===== config.mk =====
export PLATFORM = sky130hd
export DESIGN_NAME = three_bit_pattern_out
export DESIGN_NICKNAME = d
export VERILOG_FILES = /design/src/rtl/three_bit_pattern_out_pkg.sv /design/src/rtl/three_bit_pattern_out_tick_gen.sv /design/src/rtl/three_bit_pattern_out.sv
export SDC_FILE = /design/constraint.sdc
export NUM_CORES = 1
export LEC_CHECK = 0
export CORE_UTILIZATION = 45
export DETAILED_ROUTE_END_ITERATION = 6
export SLEW_MARGIN = 20
export SYNTH_ARGS = -nofsm -noshare
export SYNTH_HDL_FRONTEND = slang
export SYNTH_SLANG_ARGS = --single-unit
export TNS_END_PERCENT = 20

===== constraint.sdc =====
create_clock -name clk -period 2.75 [get_ports clk]
set_input_delay 0.275 -clock clk [delete_from_list [all_inputs] [get_ports clk]]
set_output_delay 0.275 -clock clk [all_outputs]
set_load 0.01 [all_outputs]

===== src/rtl/three_bit_pattern_out_pkg.sv =====
`default_nettype none
// ============================================================================
//  Module      : three_bit_pattern_out_pkg
//  Description : Shared mode encodings and pattern helper functions for the
//                three-bit host pattern generator.
//  Revision    : 1.0 - initial release
// ============================================================================
package three_bit_pattern_out_pkg;

    localparam int unsigned MODE_BIN  = 0;
    localparam int unsigned MODE_GRAY = 1;
    localparam int unsigned MODE_WALK = 2;

    // Sequence length per mode; unknown modes fall back to the binary count.
    localparam int unsigned SEQ_LEN_FULL = 8;
    localparam int unsigned SEQ_LEN_WALK = 3;

    // Pattern driven on the pins for a given step index.
    function automatic logic [2:0] pat_of(input int unsigned mode, input logic [2:0] step);
        logic [2:0] r;
        case (mode)
            MODE_GRAY: r = step ^ (step >> 1);
            MODE_WALK: r = 3'b001 << step;
            default:   r = step;
        endcase
        return r;
    endfunction

    // Step index that follows the given one; the walking-one wraps after three steps.
    function automatic logic [2:0] step_nxt(input int unsigned mode, input logic [2:0] step);
        logic [2:0] r;
        case (mode)
            MODE_WALK: r = (step == 3'd2) ? 3'd0 : step + 3'd1;
            default:   r = step + 3'd1;
        endcase
        return r;
    endfunction

endpackage
`default_nettype wire


===== src/rtl/three_bit_pattern_out_tick_gen.sv =====
`default_nettype none
// ============================================================================
//  Module      : tick_gen
//  Description : Free-running prescaler producing a one-cycle tick every DIV
//                clocks. DIV=1 yields a tick on every clock.
//  Revision    : 1.0 - initial release
// ============================================================================
module tick_gen #(
    parameter int unsigned DIV = 4
) (
    input  logic clk,
    input  logic rst,
    output logic tick
);

    // One extra bit is never needed: the counter only reaches DIV-1.
    localparam int unsigned  W    = (DIV > 1) ? $clog2(DIV) : 1;
    localparam logic [W-1:0] LAST = W'(DIV - 1);

    logic [W-1:0] pre_q;
    logic [W-1:0] pre_d;

    assign tick = (pre_q == LAST);

    // Next prescaler value: wrap to zero on the tick, otherwise count up.
    always_comb begin
        pre_d = tick ? '0 : pre_q + 1'b1;
    end

    // Prescaler register, cleared asynchronously.
    always_ff @(posedge clk or posedge rst) begin
        if (rst) begin
            pre_q <= '0;
        end else begin
            pre_q <= pre_d;
        end
    end

endmodule
`default_nettype wire


===== src/rtl/three_bit_pattern_out.sv =====
`default_nettype none
// ============================================================================
//  Module      : three_bit_pattern_out
//  Description : Free-running 3-bit test pattern on the top/middle/bottom host
//                pins. Each pattern is held STEP_CYCLES clocks; the sequence is
//                binary count, Gray code or walking one depending on MODE.
//  Revision    : 1.0 - initial release
// ============================================================================
module three_bit_pattern_out
    import three_bit_pattern_out_pkg::*;
#(
    parameter int unsigned STEP_CYCLES = 12_000_000,
    parameter int unsigned MODE        = 0
) (
    input  logic clk,
    input  logic rst,
    output logic top,
    output logic middle,
    output logic bottom
);

    // Out-of-range modes are folded onto the binary count once, here.
    localparam int unsigned EFF_MODE = (MODE > MODE_WALK) ? MODE_BIN : MODE;

    logic       tick;
    logic [2:0] step_q;
    logic [2:0] step_d;
    logic [2:0] pat_q;
    logic [2:0] pat_d;

    tick_gen #(
        .DIV (STEP_CYCLES)
    ) u_tick_gen (
        .clk  (clk),
        .rst  (rst),
        .tick (tick)
    );

    // Pattern is computed from the next step so both registers move on the same edge.
    always_comb begin
        step_d = step_nxt(EFF_MODE, step_q);
        pat_d  = pat_of(EFF_MODE, step_d);
    end

    // Step index and pin register; pins come straight from flops.
    always_ff @(posedge clk or posedge rst) begin
        if (rst) begin
            step_q <= 3'd0;
            pat_q  <= pat_of(EFF_MODE, 3'd0);
        end else if (tick) begin
            step_q <= step_d;
            pat_q  <= pat_d;
        end
    end

    assign top    = pat_q[2];
    assign middle = pat_q[1];
    assign bottom = pat_q[0];

endmodule
`default_nettype wire


[Word-level counts from Yosys, hierarchy flattened]
Cells that the tools add are included.
Word-level totals
  register bits: 27
  bits of input ports: 2
  logic and storage cells: 6
  output and inout bits: 3
Cells by class
  equal/unequal tests: 1
  mux-type cells: 1
  $add $sub $neg: 2
Operators by type and width (count)
  $add 24x1->24 const B: 1
  $eq 24x24->1 const B: 1
  $mux 24: 1
  $add 3x1->3 const B: 1

[Depth between registers and ports, before layout]
Gate-level depths: netlist of run 1.
  word-level depth: 2
  gate-level depth with buffers: 6
  gate-level depth less buffers: 5

[By module]
From an unflattened synthesis of run 1, not the netlist that was laid out.
Unflattened totals
  cells, all modules: 130
  area total of the unflattened synthesis: 1375.1 µm²
Modules (own cells, without submodules)
  tick_gen: area an instance 1247.4 µm², times used 1, cells an instance 121, seq. area each 600.6 µm²
  three_bit_pattern_out: area an instance 127.6 µm², times used 1, cells an instance 9, seq. area each 75.1 µm²

[Least setup slack after synthesis of run 1]
OpenSTA, ideal clock, no wires.
  path type: flip-flop to flip-flop
  start point: register u_tick_gen.pre_q[8]
  end point: register pat_q[1]
  setup time: 0.125 ns
  arrival time: 1.933 ns
  buffers on the path: 0
  data required time: 2.625 ns
  slack: 0.692 ns
  period minus slack after synthesis: 2.058 ns
  stages on the path, launching flop included: 5
  cell sequence: dfrtp_1 or4b_1 or4_4 nor3_4 mux2_2
On the way
  cells in the longest elaborated chain, start to end: 1
Ends and longest elaborated chain
  start: declaration: RTL line three_bit_pattern_out_tick_gen.sv:20  | logic [W-1:0] pre_q;
  start signal: assignment: RTL line three_bit_pattern_out_tick_gen.sv:35  | pre_q <= pre_d;
  $eq 24x24->1: RTL line three_bit_pattern_out_tick_gen.sv:23  | assign tick = (pre_q == LAST);
  end signal: assignment: RTL line three_bit_pattern_out.sv:49  | pat_q <= pat_of(EFF_MODE, 3'd0);
  end signal: assignment: RTL line three_bit_pattern_out.sv:52  | pat_q <= pat_d;
  end: declaration: RTL line three_bit_pattern_out.sv:28  | logic [2:0] pat_q;
Every way passes these cells.
A chain may end at the register's enable or synchronous reset.

[Worst setup path after layout of run 1]
  start point: register u_tick_gen.pre_q[8]
  end point: register u_tick_gen.pre_q[5]
On the way
  cells in the longest elaborated chain, start to end: 2
Ends and longest elaborated chain
  $eq 24x24->1: RTL line three_bit_pattern_out_tick_gen.sv:23
  $mux 24: RTL line three_bit_pattern_out_tick_gen.sv:27  | pre_d = tick ? '0 : pre_q + 1'b1;
  via u_tick_gen.pre_d[5]: RTL line three_bit_pattern_out_tick_gen.sv:21  | logic [W-1:0] pre_d;
The timed path passes the listed nets, and every way through them passes these cells.

==> results of run 1 <==
-- worst paths after layout --
kind / startpoint / to / slack (ns) / cells after the start
max reg2reg: u_tick_gen.pre_q[8] / u_tick_gen.pre_q[5] / 0.58 / 5
min reg2reg: pat_q[2] / pat_q[2] / 0.49 / 1
min in group clk: pat_q[2] / pat_q[2] / 0.49 / 1
max: u_tick_gen.pre_q[8] / u_tick_gen.pre_q[5] / 0.58 / 5
max in group asynchronous: rst / u_tick_gen.pre_q[7] / 2.22 / 3
min: rst / u_tick_gen.pre_q[18] / 0.27 / 3
-- registers in the layout, summed over array words and instances, names as in the netlist --
register,count
pat_q,3
u_tick_gen.pre_q,24
-- kinds of logic (layout without fill, tap and decap cells) --
family | Yosys count | in the layout
buffers and inverters | 7 | 17
and+or+nand+nor | 63 | 63
muxes | 1 | 1
DFF | 27 | 27
adders and majority gates | 2 | 2
xor gates and xnor gates | 14 | 14
AOI/OAI and AO/OA | 18 | 18
-- through the flow --
step,cells,hold WS (ns),setup WS (ns)
CTS,173,0.2797,0.5651
floorplan,132,0.3277,0.6919
finish,173,0.2728,0.5779
global route,173,0.3115,0.4684
global placement,169,0.4646,0.6398
detailed placement,169,0.4637,0.5863
-- worst max-delay path, stage by stage, from the launching register on --
cell,delay [ns]
dfrtp_1,0.44
or4b_1,0.55
or4_4,0.52
nor3_4,0.18
buf_4,0.22
o221ai_1,0.14
-- cells in the final DEF, fill, tap and decap left out, types with 3 or more instances in the layout --
cell type,synthesis,layout
o31ai_1,3,3
nand4_1,6,6
clkdlybuf4s50_1,0,4
and3_1,3,3
buf_4,0,4
or4_1,5,5
clkbuf_4,0,3
nor2_1,7,7
nor3_1,4,4
inv_1,5,5
nand2_1,10,10
nor4_1,4,4
a21oi_1,8,8
xnor2_1,10,10
xor2_1,4,4
dfrtp_1,27,27
nand3_1,11,11
-- power breakdown --
group | total, W | internal, W | switching [W]
registers | 0.000397 | 0.000397 | 0
logic | 0.0000101 | 0.00000228 | 0.00000777
clock network | 0.000183 | 0.0000549 | 0.000128
total | 0.000590 | 0.000454 | 0.000136
-- cell type report --
type	instances	area (um^2)	area share
clock buffers	3	22.52	0.01518
clock inverters	1	5.005	0.003373
inverters	5	18.77	0.01265
multi-input cells	98	653.1	0.4401
flip-flops and latches	27	675.6	0.4553
well taps	31	38.79	0.02614
repair buffers	8	70.07	0.04722
-- routing by layer --
| layer | vias to the layer above | track usage | share of wire |
|---|---|---|---|
| li1 | 511 | - | - |
| met1 | 497 | 0.2746 | 0.51 |
| met2 | 21 | 0.2958 | 0.44 |
| met3 | 4 | 0.02268 | 0.041 |
| met4 | 0 | 0.06272 | 0.015 |
| met5 | - | 0 | 0 |
==> qor.yml, run 1 <==
cells_and_area:
  syn_to_final_growth_pct: 8.807
  drive_above_1_share: 0.09859
  post-route-util: 0.5290
  n_fill_cell: 258
  final_design_area_no_fill_um2: 1484
  finalNetCount: 147
  antenna_cells_inserted: 0
yosys:
  muxShareOfSynthArea: 0.008257
  netlist_top_cells_count: "dfrtp_1 (27), nand3_1 (11), nand2_1 (10), xnor2_1 (10), a21oi_1 (8)"
  synth-seq-cells: 27
  yosys.area_share.adder: 0.01835
  yosys.area_share.simple: 0.2798
  synth_xor_area_frac: 0.08991
  synth_nets: 136
  synthTopCellsByArea: "dfrtp_1 (50%), xnor2_1 (6.4%), nand3_1 (4.0%), a21oi_1 (2.9%), nand2_1 (2.8%)"
  ys.flop_type: "dfrtp_1"
  synth_top_area_frac: 0.4954
  synth_area_um2: 1364
  seq_area_frac_synth: 0.4954
  syn_avg_cell_area_um2: 10.33
  async_reset_ff_frac: 1.000
  yosys.cell_count.top_type: "dfrtp_1"
  synth_top_family_by_area: "simple AND/OR/NAND/NOR gates"
  yosysTopAreaCell: "dfrtp_1"
  synth-compound-area-share: 0.08257
  yosys_warnings: 0
  synthCells: 132
  synth_edf_count: 0
  synthDistinctLibCells: 34
global_routing:
  grt_pass1_vias: 994
  grt.total_usage: 0.1887
  grt_pass1_wl_um: 4740
  grt_max_degree: 28
  grt_overflow: 0
  grt_antenna_before_repair: 0
pwr:
  total_power_w: 0.0005900
  ir_drop_mv: 0.3005
  power_density_nw_per_um2: 397.6
  power_leakage_nw: 0.6484
timing:
  final_period_minus_worst_setup_slack_ns: 2.172
  timing.setup.tns_ns: 0
  tightest_slew_ns: 0.3439
  timing_hold_violations_final: 0
  rsz0062_at_grt: "false"
  setup_viol: 0
  max_freq_mhz: 460.4
  fin_worst_skew_ns: 0.002012
  finalMaxSlewViolations: 0
  finalCritPeriodShare: 0.7898
  slew_headroom: 0.7707
place:
  portBuffers: 4
  dp_hpwl_um: 1928
  gp_congestion: 0.8047
  place_area_um2: 1456
job:
  maxCapViolations: 0
routing:
  vias: 1033
  drt_iter0_drc: 43
  drc_errors: 0
  wl_um: 2734
  final_antenna_net_count: 0
  viasPerCell: 5.971
  wl_per_cell_um: 15.80
  dr.pass1.iters: 4
cts:
  tritoncts: "done"
  cts.sinks: 27
  post_cts_buffers: 0
  hold_buffers: 0
  h-tree-depth: 1
  cts_root_buf: "clkbuf_4"
  cts_made_buffers: 3
  clk_pin_slew_worst_paths_ns: 0.15
  insertion_delay_ns: 0.34
  clockBufferDepth: 2
  cts-resized-gates: 0
setup_path:
  critPathArrivalTime_ns: 2.40
  start_kind: "flip-flop"
  cp_max_fo: 10
  end_kind: "flip-flop"
  crit_type: "flip-flop to flip-flop"
  required_ns: 2.98
min_path:
  hold_path_class: "input port to async pin"
floorplanning:
  die_w_um: 57.05
  die_h_um: 57.05
  fp-row-count: 19
  die_area_um2: 3255
  core_area_um2: 2805
  start_util: 0.4862
  ios: 5
outcome:
  status: "finished clean"
(Power assumes the default switching activity.)
==> run 2: changes to the inputs <==
==> constraint.sdc (replaced) <==
create_clock -name clk -period 1.8 [get_ports clk]
set_input_delay 0.18 -clock clk [delete_from_list [all_inputs] [get_ports clk]]
set_output_delay 0.18 -clock clk [all_outputs]
set_load 0.01 [all_outputs]
==> qor.yml, run 2 (same netlist as run 1, synthesis figures left out) <==
outcome:
  status: "complete, but fails checks"  # was finished clean
  violations: "design-rule violations, negative setup slack"
floorplanning:
  die_area_um2: 3255  # unchanged
  fp-row-count: 19  # unchanged
  die_h_um: 57.05  # unchanged
  core_area_um2: 2805  # unchanged
  start_util: 0.4862  # unchanged
  ios: 5  # unchanged
  die_w_um: 57.05  # unchanged
setup_path:
  endpoint: "pat_q[1]"  # was u_tick_gen.pre_q[5]
  cp.depth: 4  # was 5
  max_stage_delay_ns: 0.55  # about the same
  r2r_cells: 4  # was 5
  cpMaxStageDelayCell: "or4b_4"  # was or4b_1
  r2r-start: "u_tick_gen.pre_q[22]"  # was u_tick_gen.pre_q[8]
  critPathTopFamily: "simple AND/OR/NAND/NOR gates"  # unchanged
  reg2reg_setup_slack_ns: -0.29  # was 0.58 ns
  critPathBufInv: 0  # was 1
  critPathArrivalTime_ns: 2.31  # was 2.40 ns
  r2r_end: "pat_q[1]"  # was u_tick_gen.pre_q[5]
  end_kind: "flip-flop"  # unchanged
  crit_start: "u_tick_gen.pre_q[22]"  # was u_tick_gen.pre_q[8]
  required_ns: 2.02  # was 2.98 ns
  start_kind: "flip-flop"  # unchanged
  cp_max_fo: 2  # was 10
  path_cells: "or4b_4 -> or4_4 -> nor3_4 -> mux2_2"  # was or4b_1 -> or4_4 -> nor3_4 -> buf_4 -> o221ai_1
  crit_type: "flip-flop to flip-flop"  # unchanged
cts:
  cts_root_buf: "clkbuf_4"  # unchanged
  clk_pin_slew_worst_paths_ns: 0.14  # was 0.15 ns
  h-tree-depth: 1  # unchanged
  cts_made_buffers: 3  # unchanged
  cts.sinks: 27  # unchanged
  tritoncts: "done"  # unchanged
  insertion_delay_ns: 0.31  # was 0.34 ns
  hold_buffers: 0  # unchanged
  clockBufferDepth: 2  # unchanged
routing:
  drt_iter0_drc: 45  # was 43
  drc_errors: 2  # was 0
  wl_um: 3260  # was 2734 um
  dr.pass1.iters: 6  # was 4
  viasPerCell: 5.744  # was 5.971
  wl_per_cell_um: 15.75  # was 15.80 um
  final_antenna_net_count: 0  # unchanged
  vias: 1189  # was 1033
job:
  maxCapViolations: 0  # unchanged
place:
  portBuffers: 4  # unchanged
  dp_hpwl_um: 2374  # was 1928 um
  gp_congestion: 0.8388  # was 0.8047
  dp_cells: 201  # was 169
global_routing:
  grt.total_usage: 0.2217  # was 0.1887
  grt_max_degree: 28  # unchanged
  grt_pass1_wl_um: 5582  # was 4740 um
  grt_antenna_before_repair: 0  # unchanged
  grt_pass1_vias: 1210  # was 994
  grt_overflow: 0  # unchanged
cells_and_area:
  largest_reg_flops: 24  # unchanged
  top_regs: "u_tick_gen.pre_q: 24 flops, pat_q: 3 flops"  # unchanged
  syn_to_final_growth_pct: 32.39  # was 8.807%
  final_cell_mix: "buf_4 (36), dfrtp_1 (27), nand3_1 (11)"  # was dfrtp_1 (27), nand3_1 (11), nand2_1 (10), xnor2_1 (10), a21oi_1 (8)
  post-route-util: 0.6436  # was 0.5290
  final_common_cell: "buf_4"  # was dfrtp_1
  top_register: "u_tick_gen.pre_q"  # unchanged
  drive_above_1_share: 0.3352  # was 0.09859
  antenna_cells_inserted: 0  # unchanged
  finalNetCount: 181  # was 147
  fin_cells: 207  # was 173
timing:
  max_freq_mhz: 478.7  # was 460.4 MHz
  setup_slack_ns: -0.2892  # was 0.5779 ns
  holdWs_ns: 0.2251  # was 0.2728 ns
  slew_headroom: 0.7687  # was 0.7707
  tightest_slew_ns: 0.3438  # was 0.3439 ns
  finalCritPeriodShare: 1.161  # was 0.7898
  final_period_minus_worst_setup_slack_ns: 2.089  # was 2.172 ns
  finalMaxSlewViolations: 0  # unchanged
  timing.setup.tns_ns: -2.509  # was 0 ns
  rsz0062_at_grt: "true"  # was false
  setup_viol: 15  # was 0
  fin_worst_skew_ns: 0.002457  # was 0.002012 ns
  timing_hold_violations_final: 0  # unchanged
pwr:
  power_density_nw_per_um2: 488.6  # was 397.6 nW/um^2
  total_power_w: 0.0008822  # was 0.0005900 W
  ir_drop_mv: 0.3359  # was 0.3005 mV
  power_leakage_nw: 0.8415  # was 0.6484 nW
min_path:
  hold_path_class: "input port to async pin"  # unchanged
[run 2: cell count changes in the layout (fill, tap and decap cells not counted), sizes merged]
cell | previous run | this run
clkinv | 1 | 0
buf | 4 | 38
clkbuf | 3 | 4
[run 2: timing repair]
action                     CTS  global route
setup endpoints to repair   18            20
buffers inserted             1             1
pin swaps                    3             3
resized for setup            6             8
[run 2: layer usage]
metal	global-route usage	wire, um	up-vias	part of all wire
met2	0.3412	1531	23	0.47
li1	-	-	580	-
met4	0.04181	17	0	0.0052
met5	0	0	-	0
met1	0.3368	1592	584	0.49
met3	0.03401	119	2	0.037
[run 2: metrics by stage]
step	setup slack (ns)	area [um^2]
after floorplan	-0.2307	1370
after global placement	-0.2276	1703
after detailed placement	-0.2737	1703
after CTS	-0.2719	1760
after global routing	-0.3662	1805
final	-0.2892	1805
[run 2: cell type report]
cell class	count	area, um^2
timing repair buffer	42	332.8
clock buffer	4	26.28
tap	31	38.79
multi-input combinational	98	713.2
fill	240	999.7
sequential	27	675.6
inverter	5	18.77
[run 2: power breakdown]
part	total (W)	internal, W	switching [W]	leakage, nW
Combinational	0.0000157	0.00000349	0.0000122	0.464
Clock	0.000260	0.0000866	0.000173	0.0150
Sequential	0.000607	0.000607	0	0.363
[run 2: worst min path at each step]
stage / endpoint / from
after floorplan: pat_q[0] / rst
after global placement: pat_q[2] / pat_q[2]
after detailed placement: pat_q[2] / pat_q[2]
after CTS: u_tick_gen.pre_q[10] / rst
after global routing: u_tick_gen.pre_q[11] / rst
final: u_tick_gen.pre_q[6] / rst
[run 2: tightest hold or removal path: stages]
cell and delay [ns]:
clkdlybuf4s50_1 0.40, inv_1 0.06, buf_4 0.32
